**src/rtl/rst_pkg.sv**
```systemverilog
// Shared types and constants for the reset sequencer: FSM state encoding
// and the bit layout of the sticky reset-cause vector.
package rst_pkg;

    typedef enum logic [1:0] {
        RST_HOLD    = 2'd0,
        RST_STAGGER = 2'd1,
        RST_RUN     = 2'd2
    } rst_state_e;

    localparam int RST_CAUSE_W   = 4;
    localparam int RST_CAUSE_SW  = 0;
    localparam int RST_CAUSE_WDT = 1;
    localparam int RST_CAUSE_DBG = 2;
    localparam int RST_CAUSE_POR = 3;

    localparam logic [RST_CAUSE_W-1:0] RST_CAUSE_POR_VAL = 4'b1000;

endpackage

```
**src/rtl/rst_seq_ctrl.sv**
```systemverilog
// Reset sequencer: stretches the synchronized reset and in-system requests into
// registered core/peripheral resets, releasing peripherals first, and records why.
module rst_seq_ctrl
    import rst_pkg::*;
#(
    parameter int HOLD_CYCLES    = 16,
    parameter int STAGGER_CYCLES = 4
) (
    input  logic                   clk,
    input  logic                   rst_i,
    input  logic                   dbg_rst_req_i,
    input  logic                   wdt_rst_req_i,
    input  logic                   sw_rst_req_i,
    input  logic                   cause_clr_i,
    output logic                   core_rst_o,
    output logic                   periph_rst_o,
    output logic                   busy_o,
    output logic [RST_CAUSE_W-1:0] cause_o
);

    localparam int CNT_MAX = (HOLD_CYCLES > STAGGER_CYCLES) ? HOLD_CYCLES : STAGGER_CYCLES;
    localparam int CNT_W   = $clog2(CNT_MAX + 1);

    localparam logic [CNT_W-1:0] HOLD_LD = CNT_W'(HOLD_CYCLES);
    localparam logic [CNT_W-1:0] STAG_LD = CNT_W'(STAGGER_CYCLES);
    localparam logic [CNT_W-1:0] CNT_ONE = CNT_W'(1);

    rst_state_e             state_r, state_d;
    logic [CNT_W-1:0]       cnt_r, cnt_d;
    logic [RST_CAUSE_W-1:0] cause_r, cause_d;
    logic                   core_rst_r, core_rst_d;
    logic                   periph_rst_r, periph_rst_d;
    logic                   busy_r, busy_d;
    logic                   req_s;
    logic [RST_CAUSE_W-1:0] req_vec_s;

    // Map the request lines onto their cause-bit positions
    always_comb begin
        req_vec_s                = '0;
        req_vec_s[RST_CAUSE_DBG] = dbg_rst_req_i;
        req_vec_s[RST_CAUSE_WDT] = wdt_rst_req_i;
        req_vec_s[RST_CAUSE_SW]  = sw_rst_req_i;
        req_s                    = dbg_rst_req_i | wdt_rst_req_i | sw_rst_req_i;
    end

    // Next-state, counter, cause and reset-output decode
    always_comb begin
        state_d      = state_r;
        cnt_d        = cnt_r;
        cause_d      = cause_r;
        core_rst_d   = core_rst_r;
        periph_rst_d = periph_rst_r;
        case (state_r)
            RST_HOLD: begin
                core_rst_d   = 1'b1;
                periph_rst_d = 1'b1;
                if (req_s) begin
                    cnt_d   = HOLD_LD;
                    cause_d = cause_r | req_vec_s;
                end else if (cnt_r <= CNT_ONE) begin
                    periph_rst_d = 1'b0;
                    if (STAGGER_CYCLES != 0) begin
                        state_d = RST_STAGGER;
                        cnt_d   = STAG_LD;
                    end else begin
                        core_rst_d = 1'b0;
                        state_d    = RST_RUN;
                        cnt_d      = '0;
                    end
                end else begin
                    cnt_d = cnt_r - CNT_ONE;
                end
            end
            RST_STAGGER: begin
                core_rst_d   = 1'b1;
                periph_rst_d = 1'b0;
                if (req_s) begin
                    state_d      = RST_HOLD;
                    cnt_d        = HOLD_LD;
                    periph_rst_d = 1'b1;
                    cause_d      = cause_r | req_vec_s;
                end else if (cnt_r <= CNT_ONE) begin
                    core_rst_d = 1'b0;
                    state_d    = RST_RUN;
                    cnt_d      = '0;
                end else begin
                    cnt_d = cnt_r - CNT_ONE;
                end
            end
            RST_RUN: begin
                core_rst_d   = 1'b0;
                periph_rst_d = 1'b0;
                if (req_s) begin
                    // A fresh reset episode starts: previous causes are discarded
                    state_d      = RST_HOLD;
                    cnt_d        = HOLD_LD;
                    cause_d      = req_vec_s;
                    core_rst_d   = 1'b1;
                    periph_rst_d = 1'b1;
                end else if (cause_clr_i) begin
                    cause_d = '0;
                end else begin
                    cause_d = cause_r;
                end
            end
            default: begin
                state_d      = RST_HOLD;
                cnt_d        = HOLD_LD;
                core_rst_d   = 1'b1;
                periph_rst_d = 1'b1;
            end
        endcase
        busy_d = (state_d != RST_RUN);
    end

    // State and output registers; rst_i wins over every request
    always_ff @(posedge clk) begin
        if (rst_i) begin
            state_r      <= RST_HOLD;
            cnt_r        <= HOLD_LD;
            cause_r      <= RST_CAUSE_POR_VAL;
            core_rst_r   <= 1'b1;
            periph_rst_r <= 1'b1;
            busy_r       <= 1'b1;
        end else begin
            state_r      <= state_d;
            cnt_r        <= cnt_d;
            cause_r      <= cause_d;
            core_rst_r   <= core_rst_d;
            periph_rst_r <= periph_rst_d;
            busy_r       <= busy_d;
        end
    end

    assign core_rst_o   = core_rst_r;
    assign periph_rst_o = periph_rst_r;
    assign busy_o       = busy_r;
    assign cause_o      = cause_r;

endmodule
```
**config.mk**
```make
export PLATFORM = sky130hd
export DESIGN_NAME = rst_seq_ctrl
export DESIGN_NICKNAME = d
export VERILOG_FILES = /design/src/rtl/rst_pkg.sv /design/src/rtl/rst_seq_ctrl.sv
export SDC_FILE = /design/constraint.sdc
export NUM_CORES = 1
export LEC_CHECK = 0
export BUFFER_PORTS_ARGS = -buffer_cell sky130_fd_sc_hd__clkbuf_2
export CORE_MARGIN = 1.5
export CORE_UTILIZATION = 38
export CTS_BUF_LIST = sky130_fd_sc_hd__clkbuf_16
export DETAILED_ROUTE_END_ITERATION = 8
export PLACE_DENSITY = 0.59
export SLEW_MARGIN = 0
export SYNTH_ARGS = -nofsm -noshare
export SYNTH_HDL_FRONTEND = slang
export SYNTH_SLANG_ARGS = --single-unit
```
**constraint.sdc**
```tcl
create_clock -name clk -period 2.3 [get_ports clk]
set_clock_uncertainty 0.1 [all_clocks]
set_input_delay 0.46 -clock clk [delete_from_list [all_inputs] [get_ports clk]]
set_output_delay 0.46 -clock clk [all_outputs]
set_load 0.03 [all_outputs]
```
# --- Word level (Yosys, flattened, before mapping) ---
# Index checks and enable logic that the tools add are counted.
classes:
  reduce_logical: 5
  n_mux: 21
  n_bitwise: 3
  eq_ne: 6
  n_lt_le_gt_ge: 1
  n_addsub: 1
op_table:
  columns: ["op", "n"]
  rows:
  - ["$mux W5", 5]
  - ["$pmux W5 S3", 1]
  - ["$mux W4", 3]
  - ["$mux W2", 5]
  - ["$pmux W4 S2", 1]
  - ["$pmux W2 S3", 1]
  - ["$le A5 B1 Y1 const B", 1]
  - ["$sub A5 B1 Y5 const B", 1]
  - ["$ne A2 B2 Y1 const B", 2]
  - ["$or A4 B3 Y4", 1]
  - ["$pmux W1 S2", 2]
  - ["$reduce_or A2 Y1", 2]
  - ["$mux W1", 3]
  - ["$ne A3 B3 Y1 const B", 1]
  - ["$reduce_and A3 Y1", 1]
  - ["$eq A2 B1 Y1 const B", 1]
  - ["$eq A2 B2 Y1 const B", 1]
  - ["$logic_not A2 Y1", 1]
  - ["$ne A2 B1 Y1 const B", 1]
  - ["$or A1 B1 Y1", 2]
  - ["$reduce_bool A2 Y1", 1]
word_totals:
  wordCells: 43
  regBits: 14
  inputBits: 6

# --- Longest topological paths before layout ---
# Gate-level depths: netlist (run 1).
logic_depth:
  word_depth: 5
  mapped_depth: 7

# --- Worst setup path before layout (run 1) ---
# No wires, ideal clock.
synth_timing:
  path_kind: "reg-to-reg"
  start: "register cnt_r[1]"
  end: "register busy_r, in the netlist busy_o"
  path_buffers: 0
  path_slack_ps: 672
  t_arrival_ps: 1398
  stages_incl_launch_ff: 7
  cell_sequence: "dfxtp_1 inv_1 ha_1 o21bai_2 nand2_2 mux2_4 nand4bb_1"
synth_via:
  elab_chain_cells: 5
  word_cells_on_any_way: 7
  classes_between: "1 x order compare; 1 x eq/ne; 5 x mux"
synth_rtl:
  columns: ["element", "line", "rtl"]
  rows:
  - ["start: declaration", "rst_seq_ctrl.sv:29", "logic [CNT_W-1:0] cnt_r, cnt_d;"]
  - ["start signal: assignment", "rst_seq_ctrl.sv:127", "cnt_r <= cnt_d;"]
  - ["$le A5 B1 Y1 *", "rst_seq_ctrl.sv:60, rst_seq_ctrl.sv:82", null]
  - ["$mux W2, on equally long branches", "rst_seq_ctrl.sv:82, rst_seq_ctrl.sv:60", null]
  - ["$mux W2, on equally long branches", "rst_seq_ctrl.sv:77, rst_seq_ctrl.sv:57", null]
  - ["$pmux W2 S3 *", "rst_seq_ctrl.sv:53", "case (state_r)"]
  - ["$ne A2 B2 Y1 *", "rst_seq_ctrl.sv:113", "busy_d = (state_d != RST_RUN);"]
  - ["end signal: assignment", "rst_seq_ctrl.sv:131", "busy_r <= busy_d;"]
  - ["end: declaration", "rst_seq_ctrl.sv:33", "logic busy_r, busy_d;"]
# Mark *: on every way between the ends. The rest lies on a longest branch, timed or not.
# A chain may end at the register's enable or synchronous reset.

# --- Worst setup path in the final report (run 1) ---
layout_timing:
  start: "register state_r[0]"
  end: "register cnt_r[4]"
layout_via:
  elab_chain_cells: 2
  word_cells_on_any_way: 5
  classes_between: "3 x eq/ne; 1 x mux; 1 x reduce/logical"
layout_rtl:
  columns: ["element", "line", "rtl"]
  rows:
  - ["start: declaration", "rst_seq_ctrl.sv:28", "rst_state_e state_r, state_d;"]
  - ["start signal: assignment", "rst_seq_ctrl.sv:126", "state_r <= state_d;"]
  - ["$eq A2 B2 Y1 (tied with other cells)", "rst_seq_ctrl.sv:53", null]
  - ["$pmux W5 S3 or $ne A2 B2 Y1 (tied branches)", null, null]
# Parallel ways exist; a longest one is shown, timed or not.

==> results of run 1 <==
==> per-layer routing <==
metal	share of wire [%]	vias to the layer above
met5	0	-
met4	2.1	0
met3	3.0	2
met2	45	11
met1	49	315
li1	-	352
==> flip-flops by register name, summed over array words and instances (netlist names) <==
register and count:
busy_o 1, cause_o 4, cnt_r 5, core_rst_o 1, periph_rst_o 1, state_r 2
==> Yosys cell counts (all sizes together) <==
master,number
nand2b,1
a22oi,2
ha,7
inv,6
mux2,1
or4,1
nor3,6
o21ai,6
nand2,1
a211o,1
a21o,1
o21bai,1
clkbuf,2
a211oi,2
dfxtp,14
nand4bb,1
nor2b,5
nor2,14
a21oi,10
nor4,3
nor3b,1
a32oi,1
a31o,1
buf,1
o31ai,1
or3,1
nand3,1
==> final timing paths <==
check	startpoint	endpoint	slack (ps)	depth (start not counted)
worst max register to register	state_r[0]$_SDFF_PP0_	cnt_r[4]$_SDFFE_PP1P_	450	5
worst max-delay path	state_r[0]$_SDFF_PP0_	cnt_r[4]$_SDFFE_PP1P_	450	5
worst min register to register	cause_o[3]$_SDFFE_PP1P_	cause_o[3]$_SDFFE_PP1P_	350	1
worst min-delay path	cause_o[3]$_SDFFE_PP1P_	cause_o[3]$_SDFFE_PP1P_	350	1
==> stage by stage <==
stage	cells	hold slack [ps]
final	132	349.3
after global routing	132	382.3
after CTS	132	354.6
after detailed placement	128	343.1
after global placement	128	334.0
after floorplan	92	407.9
==> power by group through the flow <==
stage	sequential [uW]	combinational, uW	clock (uW)
3_5_place_dp	261	53.0	0
3_3_place_gp	261	52.8	0
5_1_grt	257	58.8	353
4_1_cts	256	53.6	345
2_1_floorplan	268	32.5	0
6_report	256	53.2	336
==> worst max-delay path: stages, from the launching register on <==
cell	delay, ps
sky130_fd_sc_hd__dfxtp_1	400
sky130_fd_sc_hd__inv_1	100
sky130_fd_sc_hd__ha_1	370
sky130_fd_sc_hd__or4_1	520
sky130_fd_sc_hd__a21oi_1	150
sky130_fd_sc_hd__o21ai_1	70
==> layout by cell type (no fill, tap or decap), types with 2 or more instances in the layout <==
cell / netlist / routed
sky130_fd_sc_hd__o21ai_0: 4 / 4
sky130_fd_sc_hd__nor2_1: 14 / 14
sky130_fd_sc_hd__dfxtp_1: 14 / 14
sky130_fd_sc_hd__a211oi_2: 2 / 2
sky130_fd_sc_hd__inv_1: 6 / 6
sky130_fd_sc_hd__nor2b_1: 5 / 5
sky130_fd_sc_hd__nor4_1: 2 / 2
sky130_fd_sc_hd__a21oi_1: 10 / 10
sky130_fd_sc_hd__a22oi_1: 2 / 2
sky130_fd_sc_hd__nor3_1: 5 / 5
sky130_fd_sc_hd__ha_1: 7 / 7
sky130_fd_sc_hd__clkbuf_2: 0 / 12
sky130_fd_sc_hd__clkbuf_16: 0 / 3
==> area by class of cell <==
type                       count  area, um2
clock buffer                   3      75.07
clock inverter                 1      3.754
fill                         196       1027
inverter                       6      22.52
multi-input combinational     69      479.2
sequential                    14      280.3
tap                           27      33.78
timing repair buffer          12      60.06
==> kinds of logic after synthesis <==
family,count (synthesis)
DFF,14
and+or+nand+nor,35
muxes,1
adders and majority gates,7
AOI/OAI and AO/OA,26
buffers and inverters,9
==> results.yml, run 1 <==
worst_setup_path:
  timing_worst_setup_path_type: "reg -> reg"
  critPathMaxFanout: 15
  critical_path.startpoint_type: "flip-flop"
  critical_path_required_ps: 2320
  cp-end-kind: "flip-flop"
  cp_data_arrival_time_ps: 1870
clock_tree:
  insertion_delay_ps: 250
  reg_clk_slew_reported_paths_ps: 50
  post-cts-setup-buffers: 0
  cts.sink_count: 14
  cts_resized: 0
  clock_tree.buffer_depth: 2
  cts_root_buf: "sky130_fd_sc_hd__clkbuf_16"
  htree_num_levels: 1
  tritoncts: "built"
  cts_made_buffers: 3
  post_cts_hold_buffer_count: 0
power_and_ir_drop:
  cell_internal_pwr_uw: 502.3
  part_of_the_total_power_dissipated_in_the_clock_network_pct: 52.0
  comb_power_share_pct: 8.2
  p_leak_uw: 0.0004110
  power.share.sequential_pct: 39.7
  power-per-cell-area_nw_per_um2: 676.0
  switching_power_uw: 143.1
  swShare_pct: 22.17
  vdd.ir_drop.worst_v: 0.0003785
  power.total_uw: 645.4
grt:
  grt_remaining_overflow: 0
  global_route_wire_length_before_repair_mm: 2.580
  largest_net_degree_at_the_start_of_global_routing: 16
  grt_util_met2_pct: 22.37
  grt_pass1_vias: 603
  met1_usage_pct: 17.66
  grt-busiest-layer: "met2"
  grtUsageMet3_pct: 3.988
  initial_antenna_violation_count: 0
  globalRouteTotalUtil_pct: 14.38
detailed_routing:
  ant_nets: 0
  detail_route.iter0.violations: 18
  avgViaCountPerCell: 5.152
  routed-via-count: 680
  drt_wl_total_mm: 1.607
  detail_route.wl_per_cell_um: 12.17
  firstDrtPassIters: 4
  drcViolationCount: 0
final_layout:
  num_antenna_cells: 0
  layout.cell_area.non_filler_um2: 954.7
  layout.nets: 119
  drive_gt1_share_pct: 22.86
  layout.core_utilization_pct: 48.17
  area_delta_synth_final_pct: 19.22
sta:
  rsz0062_at_grt: "false"
  finalSetupViolCount: 0
  min_clock_period_post_route_ps: 1847
  final_max_slew_viol_count: 0
  maxClockFrequency_mhz: 541.5
  hold_violations: 0
  slew_headroom_pct: 68.63
  period_share_pct: 80.29
  worst_pin_slew_ps: 470.6
  timing.setup.tns_ps: 0
  finalWorstSetupSlack_ps: 453.2
synthesis:
  synthXorXnorAreaFrac_pct: 0
  synth_register_bits: 14
  postSynthCellCount: 92
  synth_sequential_area_ratio_pct: 35.00
  syn_area_um2: 800.8
  synthTopCellsByArea: "sky130_fd_sc_hd__dfxtp_1 (35%), sky130_fd_sc_hd__ha_1 (11%), sky130_fd_sc_hd__nor2_1 (6.6%)"
  synth_top_cell_area_share_pct: 35.00
  synth.distinct_cells: 31
  synth_top_area_cell: "sky130_fd_sc_hd__dfxtp_1"
  synthMuxAreaShare_pct: 1.875
  synthesis.nets: 105
  ys.warnings.count: 0
  synth_compound_gate_area_share_pct: 22.03
  syn-mean-instance-area_um2: 8.704
  yosys.area_share.adder_pct: 10.94
  post_synth_and_or_nand_nor_area_fraction_pct: 25.00
  synth_top_family_by_area: "simple AND/OR/NAND/NOR gates"
floorplanning:
  floorplan.initialDensity_pct: 40.40
  ioPinCount: 13
  floorplan.die.height_um: 48.91
  coreArea_um2: 1982
  overall_die_area_um2: 2392
  rows: 16
  die_w_um: 48.91
run_status:
  outcome: "complete, no violations"
min_path:
  min_path_type: "reg -> reg"
placed_design:
  routabilityCongestion: 0.8768
  buffer_ports.inserted: 12
  placement.setup.worst_slack_ps: 444.1
  detailed_place_hpwl_mm: 1.200
  dpl-instance-area_um2: 875.8
job:
  timing.max_cap.violations: 0
(Power assumes the default switching activity.)
==> run 2, diff against run 1 <==
--- a/config.mk
+++ b/config.mk
@@ -5,6 +5,7 @@
 export SDC_FILE = /design/constraint.sdc
 export NUM_CORES = 1
 export LEC_CHECK = 0
+export ABC_AREA = 1
 export BUFFER_PORTS_ARGS = -buffer_cell sky130_fd_sc_hd__clkbuf_2
 export CORE_MARGIN = 1.5
 export CORE_UTILIZATION = 38
==> constraint.sdc (replaced) <==
create_clock -name clk -period 1.8 [get_ports clk]
set_clock_uncertainty 0.1 [all_clocks]
set_input_delay 0.36 -clock clk [delete_from_list [all_inputs] [get_ports clk]]
set_output_delay 0.36 -clock clk [all_outputs]
set_load 0.03 [all_outputs]
==> results.yml, run 2 <==
run_status:
  outcome: "complete, no violations"
clock_tree:
  reg_clk_slew_reported_paths_ps: 50
  tritoncts: "built"
  post_cts_hold_buffer_count: 0
  clock_tree.buffer_depth: 2
  cts_made_buffers: 3
  insertion_delay_ps: 250
  post-cts-setup-buffers: 0
  htree_num_levels: 1
  cts.sink_count: 14
  cts_root_buf: "sky130_fd_sc_hd__clkbuf_16"
  cts_resized: 0
worst_setup_path:
  critical_path.cell_chain: "inv_1, ha_1, o21ai_2, nand3_1, o21ai_1, nand2_1"
  slowest_stage: "sky130_fd_sc_hd__dfxtp_1"
  critical_path_required_ps: 1840
  worstRegToRegCells: 6
  critical_path.startpoint_type: "flip-flop"
  critical-path-max-stage-delay_ps: 370
  timing_worst_setup_path_type: "reg -> reg"
  cp_data_arrival_time_ps: 1530
  cp-end-kind: "flip-flop"
  critPathMaxFanout: 6
placed_design:
  buffer_ports.inserted: 12
  detailed_place_hpwl_mm: 1.378
  routabilityCongestion: 0.8472
  dpl-instance-area_um2: 957.2
synthesis:
  syn_area_um2: 865.8
  synthTopCellsByArea: "sky130_fd_sc_hd__dfxtp_1 (32%), sky130_fd_sc_hd__nand2_1 (10%), sky130_fd_sc_hd__ha_1 (10%)"
  postSynthCellCount: 119
  postSynth.asyncResetShare_pct: 0
  syn-mean-instance-area_um2: 7.276
  post-synth-top-count-cell: "sky130_fd_sc_hd__nand2_1"
  synthesis.nets: 132
  synth_top_cell_area_share_pct: 32.37
  netlist_top_cells_count: "sky130_fd_sc_hd__nand2_1 (24), sky130_fd_sc_hd__dfxtp_1 (14), sky130_fd_sc_hd__inv_1 (14)"
  ys.warnings.count: 0
  synth_register_bits: 14
  number_of_enable_type_register_cells_in_the_synthesized_netlist: 0
  synth_top_area_cell: "sky130_fd_sc_hd__dfxtp_1"
  synth.distinct_cells: 24
  dominantRegCellSynth: "sky130_fd_sc_hd__dfxtp_1"
  synth_sequential_area_ratio_pct: 32.37
detailed_routing:
  detail_route.wl_per_cell_um: 11.09
  ant_nets: 0
  routed-via-count: 795
  detail_route.iter0.violations: 24
  firstDrtPassIters: 4
  avgViaCountPerCell: 4.907
  drcViolationCount: 0
  drt_wl_total_mm: 1.797
grt:
  grt_pass1_vias: 739
  grt_remaining_overflow: 0
  initial_antenna_violation_count: 0
  globalRouteTotalUtil_pct: 16.05
  largest_net_degree_at_the_start_of_global_routing: 10
  global_route_wire_length_before_repair_mm: 3.036
floorplanning:
  coreArea_um2: 2191
  rows: 17
  die_w_um: 50.74
  floorplan.die.height_um: 50.74
  overall_die_area_um2: 2574
  floorplan.initialDensity_pct: 39.52
  ioPinCount: 13
final_layout:
  register_ranked_first_by_flip_flop_count: "cnt_r"
  largest_register_ff_count: 5
  num_antenna_cells: 0
  top_library_cells_by_usage_in_the_layout_fill_and_taps_aside: "sky130_fd_sc_hd__nand2_1 (24), sky130_fd_sc_hd__inv_1 (14), sky130_fd_sc_hd__dfxtp_1 (14)"
  fillCellCount: 214
  layout.nets: 148
  area_delta_synth_final_pct: 19.65
  layout.cell_area.non_filler_um2: 1036
  drive_gt1_share_pct: 23.88
  layout_commonest_cell: "sky130_fd_sc_hd__nand2_1"
sta:
  maxClockFrequency_mhz: 669.5
  rsz0062_at_grt: "false"
  hold_violations: 0
  finalSetupViolCount: 0
  period_share_pct: 82.98
  worst_pin_slew_ps: 252.3
  min_clock_period_post_route_ps: 1494
  timing.setup.tns_ps: 0
  final_max_slew_viol_count: 0
  slew_headroom_pct: 83.18
min_path:
  worstHoldPathCells: 2
  min_path_type: "in -> reg"
job:
  timing.max_cap.violations: 0
power_and_ir_drop:
  p_leak_uw: 0.0004922
  vdd.ir_drop.worst_v: 0.0005291
  power-per-cell-area_nw_per_um2: 821.8
[run 2: area by class of cell]
cell class,count,area (um2),area share [%]
inverters,18,67.56,6.522
repair buffers,12,60.06,5.797
well taps,28,35.03,3.382
clock inverters,1,3.754,0.3623
clock buffers,3,75.07,7.246
flip-flops and latches,14,280.3,27.05
multi-input cells,86,514.2,49.64
[run 2: routing by layer]
layer | track usage, % | vias up | share of wire (%)
met3 | 3.869 | 3 | 5.7
li1 | - | 415 | -
met2 | 26.54 | 28 | 47
met5 | 0 | - | 0
met4 | 7.658 | 0 | 1.5
met1 | 19.45 | 349 | 46
[run 2: path summary, 6_finish.rpt]
path                                               from                       to  slack, ps
worst max-delay path              state_r[0]$_SDFF_PP0_  cause_o[3]$_SDFFE_PP1P_        310
worst min-delay path                              rst_i  cause_o[2]$_SDFFE_PP0P_        320
worst max register to register    state_r[0]$_SDFF_PP0_  cause_o[3]$_SDFFE_PP1P_        310
worst min register to register  cause_o[3]$_SDFFE_PP1P_  cause_o[3]$_SDFFE_PP1P_        370
[run 2: logic make-up after synthesis]
logic type / synth area share [%]
fa+ha+maj: 10.12
simple gates: 33.53
compound gates: 14.74
flops: 32.37
xor+xnor: 1.012
buf+inv: 8.236
[run 2: critical path: cells and delay by family (launching register included)]
family,cells,cell delay (ps)
AOI/OAI and AO/OA,2,360
adders and majority gates,1,290
DFF,1,370
buffers and inverters,1,90
and+or+nand+nor,2,160
[run 2: report_power, final]
| part | internal [uW] | switching [uW] | total (uW) |
|---|---|---|---|
| logic | 34.6 | 59.0 | 93.6 |
| clock network | 294 | 134 | 428 |
| registers | 321 | 8.79 | 329 |
[run 2: stage by stage]
step           worst slack [ps]  power (uW)  cells  utilization [%]  hold WS, ps
2_1_floorplan             425.4       403.6    119                -        356.0
4_1_cts                   303.8       857.7    162            47.29        328.8
6_report                  306.4       851.4    162            47.29        316.8
5_1_grt                   166.4       882.5    162            47.29        351.8
3_3_place_gp              341.1       427.5    158            43.69        347.3
3_5_place_dp              304.4       428.6    158            43.69        354.1
==> run 3, diff against run 2 <==
--- a/config.mk
+++ b/config.mk
@@ -5,7 +5,7 @@
 export SDC_FILE = /design/constraint.sdc
 export NUM_CORES = 1
 export LEC_CHECK = 0
-export ABC_AREA = 1
+export ABC_AREA = 0
 export BUFFER_PORTS_ARGS = -buffer_cell sky130_fd_sc_hd__clkbuf_2
 export CORE_MARGIN = 1.5
 export CORE_UTILIZATION = 38
==> constraint.sdc (replaced) <==
create_clock -name clk -period 1.55 [get_ports clk]
set_clock_uncertainty 0.1 [all_clocks]
set_input_delay 0.31 -clock clk [delete_from_list [all_inputs] [get_ports clk]]
set_output_delay 0.31 -clock clk [all_outputs]
set_load 0.03 [all_outputs]
==> results.yml, run 3 (synthesis results as in run 1) <==
worst_setup_path:
  critical-path-max-stage-delay_ps: 340
  critical_path_required_ps: 1570
  worstRegToRegCells: 5
  worst-path-buf-inv: 1
  r2r_slack_ps: 4
  critical_path.cell_chain: "inv_1, ha_2, o31ai_1, mux2_4, nand4bb_1"
  slowest_stage: "sky130_fd_sc_hd__dfxtp_2"
  cp_data_arrival_time_ps: 1570
  cp-end-kind: "flip-flop"
  critPathTopFamily: "flip-flops"
  timing_worst_setup_path_type: "reg -> reg"
  critical_path.startpoint_type: "flip-flop"
  r2r_path_end: "busy_o$_SDFF_PP1_"
  critPathMaxFanout: 6
  worst_flop_to_flop_path_startpoint: "state_r[1]$_SDFF_PP0_"
clock_tree:
  cts_root_buf: "sky130_fd_sc_hd__clkbuf_16"
  cts_made_buffers: 3
  clock_tree.buffer_depth: 2
  cts.sink_count: 14
  insertion_delay_ps: 250
  tritoncts: "built"
  htree_num_levels: 1
  reg_clk_slew_reported_paths_ps: 50
sta:
  finalSetupViolCount: 0
  finalWorstSetupSlack_ps: 3.644
  maxClockFrequency_mhz: 646.7
  period_share_pct: 99.76
  worst_pin_slew_ps: 328.2
  hold_violations: 0
  rsz0062_at_grt: "true"
  timing.setup.tns_ps: 0
  final_max_slew_viol_count: 0
  slew_headroom_pct: 78.12
  min_clock_period_post_route_ps: 1546
placed_design:
  buffer_ports.inserted: 12
  placement.setup.worst_slack_ps: -45.50
  routabilityCongestion: 0.7842
  detailed_place_hpwl_mm: 1.351
grt:
  grt-busiest-layer: "met2"
  grt_pass1_vias: 779
  globalRouteTotalUtil_pct: 18.28
  grt_util_met2_pct: 30.37
  largest_net_degree_at_the_start_of_global_routing: 10
  initial_antenna_violation_count: 0
  grtUsageMet3_pct: 4.601
  met1_usage_pct: 20.54
  grt_remaining_overflow: 0
  global_route_wire_length_before_repair_mm: 3.284
power_and_ir_drop:
  part_of_the_total_power_dissipated_in_the_clock_network_pct: 50.7
  vdd.ir_drop.worst_v: 0.0007072
  cell_internal_pwr_uw: 764.9
  power.share.sequential_pct: 38.3
  p_leak_uw: 0.0005310
  switching_power_uw: 227.1
  comb_power_share_pct: 11.1
  power-per-cell-area_nw_per_um2: 810.7
  swShare_pct: 22.90
floorplanning:
  floorplan.die.height_um: 48.91
  die_w_um: 48.91
  floorplan.initialDensity_pct: 40.40
  ioPinCount: 13
  overall_die_area_um2: 2392
  coreArea_um2: 1982
  rows: 16
final_layout:
  fillCellCount: 151
  layout_commonest_cell: "sky130_fd_sc_hd__buf_4"
  largest_register_ff_count: 5
  area_delta_synth_final_pct: 52.81
  top_library_cells_by_usage_in_the_layout_fill_and_taps_aside: "sky130_fd_sc_hd__buf_4 (21), sky130_fd_sc_hd__nor2_1 (14), sky130_fd_sc_hd__clkbuf_2 (12)"
  multiInputGateArea_um2: 569.3
  area_taken_by_flip_flops_and_latches_um2: 290.3
  layout.nets: 141
  num_antenna_cells: 0
  drive_gt1_share_pct: 50.39
  register_ranked_first_by_flip_flop_count: "cnt_r"
job:
  timing.max_cap.violations: 0
detailed_routing:
  ant_nets: 0
  routed-via-count: 809
  detail_route.iter0.violations: 15
  firstDrtPassIters: 4
  avgViaCountPerCell: 5.253
  detail_route.wl_per_cell_um: 13.55
  drcViolationCount: 0
  drt_wl_total_mm: 2.087
min_path:
  worstHoldPathCells: 2
  min_from: "rst_i"
  hold-path-endpoint: "state_r[1]$_SDFF_PP0_"
  min_path_type: "in -> reg"
run_status:
  outcome: "complete, no violations"
==> run 3: changes by cell type in the layout (fill, tap and decap cells not counted), sizes merged, moves of 2 or more <==
cell / delta
a211oi: +2
nor4: +3
nor2b: +5
inv: -11
nand2: -26
buf: +22
nor3: +5
a22oi: +2
nand3: -11
a21oi: -2
nand4: -4
==> run 3: metal layers <==
| layer | share of wire, % | routed length (um) |
|---|---|---|
| met4 | 2.9 | 61 |
| met1 | 44 | 914 |
| met5 | 0 | 0 |
| met3 | 4.9 | 103 |
| met2 | 48 | 1007 |
==> run 3: stage by stage <==
step           power (uW)  cell area [um2]  hold WS (ps)  util (%)  instances
2_1_floorplan       446.5            815.8         407.9         -         92
3_3_place_gp        478.7             1025         339.4     51.70        146
3_5_place_dp        480.1             1025         352.0     51.70        146
4_1_cts             980.9             1135         302.6     57.26        151
5_1_grt              1030             1224         324.7     61.74        154
6_report            992.0             1224         300.1     61.74        154
==> run 3: power groups by stage <==
stage               logic [uW]  clock network [uW]  registers (uW)
detailed placement        95.8                   0             384
finish                     110                 503             379
CTS                       99.0                 505             377
global placement          94.7                   0             384
floorplan                 49.3                   0             397
global route               120                 530             381
==> run 3: worst register-to-register path: cells and delay by family (launching register included) <==
| kind | cells | cell delay, ps |
|---|---|---|
| and+or+nand+nor | 1 | 180 |
| AOI/OAI and AO/OA | 1 | 110 |
| muxes | 1 | 290 |
| buffers and inverters | 1 | 130 |
| DFF | 1 | 340 |
| adders and majority gates | 1 | 280 |
==> run 3: layout make-up <==
| class | count | share of cell area (%) |
|---|---|---|
| clock inverters | 1 | 0.3067 |
| well taps | 27 | 2.761 |
| inverters | 6 | 1.840 |
| clock buffers | 3 | 6.135 |
| flip-flops and latches | 14 | 23.72 |
| repair buffers | 34 | 18.71 |
| multi-input cells | 69 | 46.52 |
==> run 3: how the worst max path moves through the flow <==
stage	from	endpoint	slack, ps	cells past startpoint
3_3_place_gp	cnt_r[1]$_SDFFE_PP0P_	state_r[1]$_SDFF_PP0_	-30	6
5_1_grt	state_r[1]$_SDFF_PP0_	busy_o$_SDFF_PP1_	-80	6
4_1_cts	cnt_r[1]$_SDFFE_PP0P_	busy_o$_SDFF_PP1_	10	6
6_report	state_r[1]$_SDFF_PP0_	busy_o$_SDFF_PP1_	4	5
2_1_floorplan	cnt_r[1]$_SDFFE_PP0P_	busy_o$_SDFF_PP1_	-20	6
3_5_place_dp	cnt_r[1]$_SDFFE_PP0P_	state_r[1]$_SDFF_PP0_	-50	6
==> run 3: repair_timing <==
action	in CTS	in global routing
setup buffers	1	3
resized for setup	5	17
setup endpoints to repair	6	11
hold buffers	0	0
pin swaps	2	6
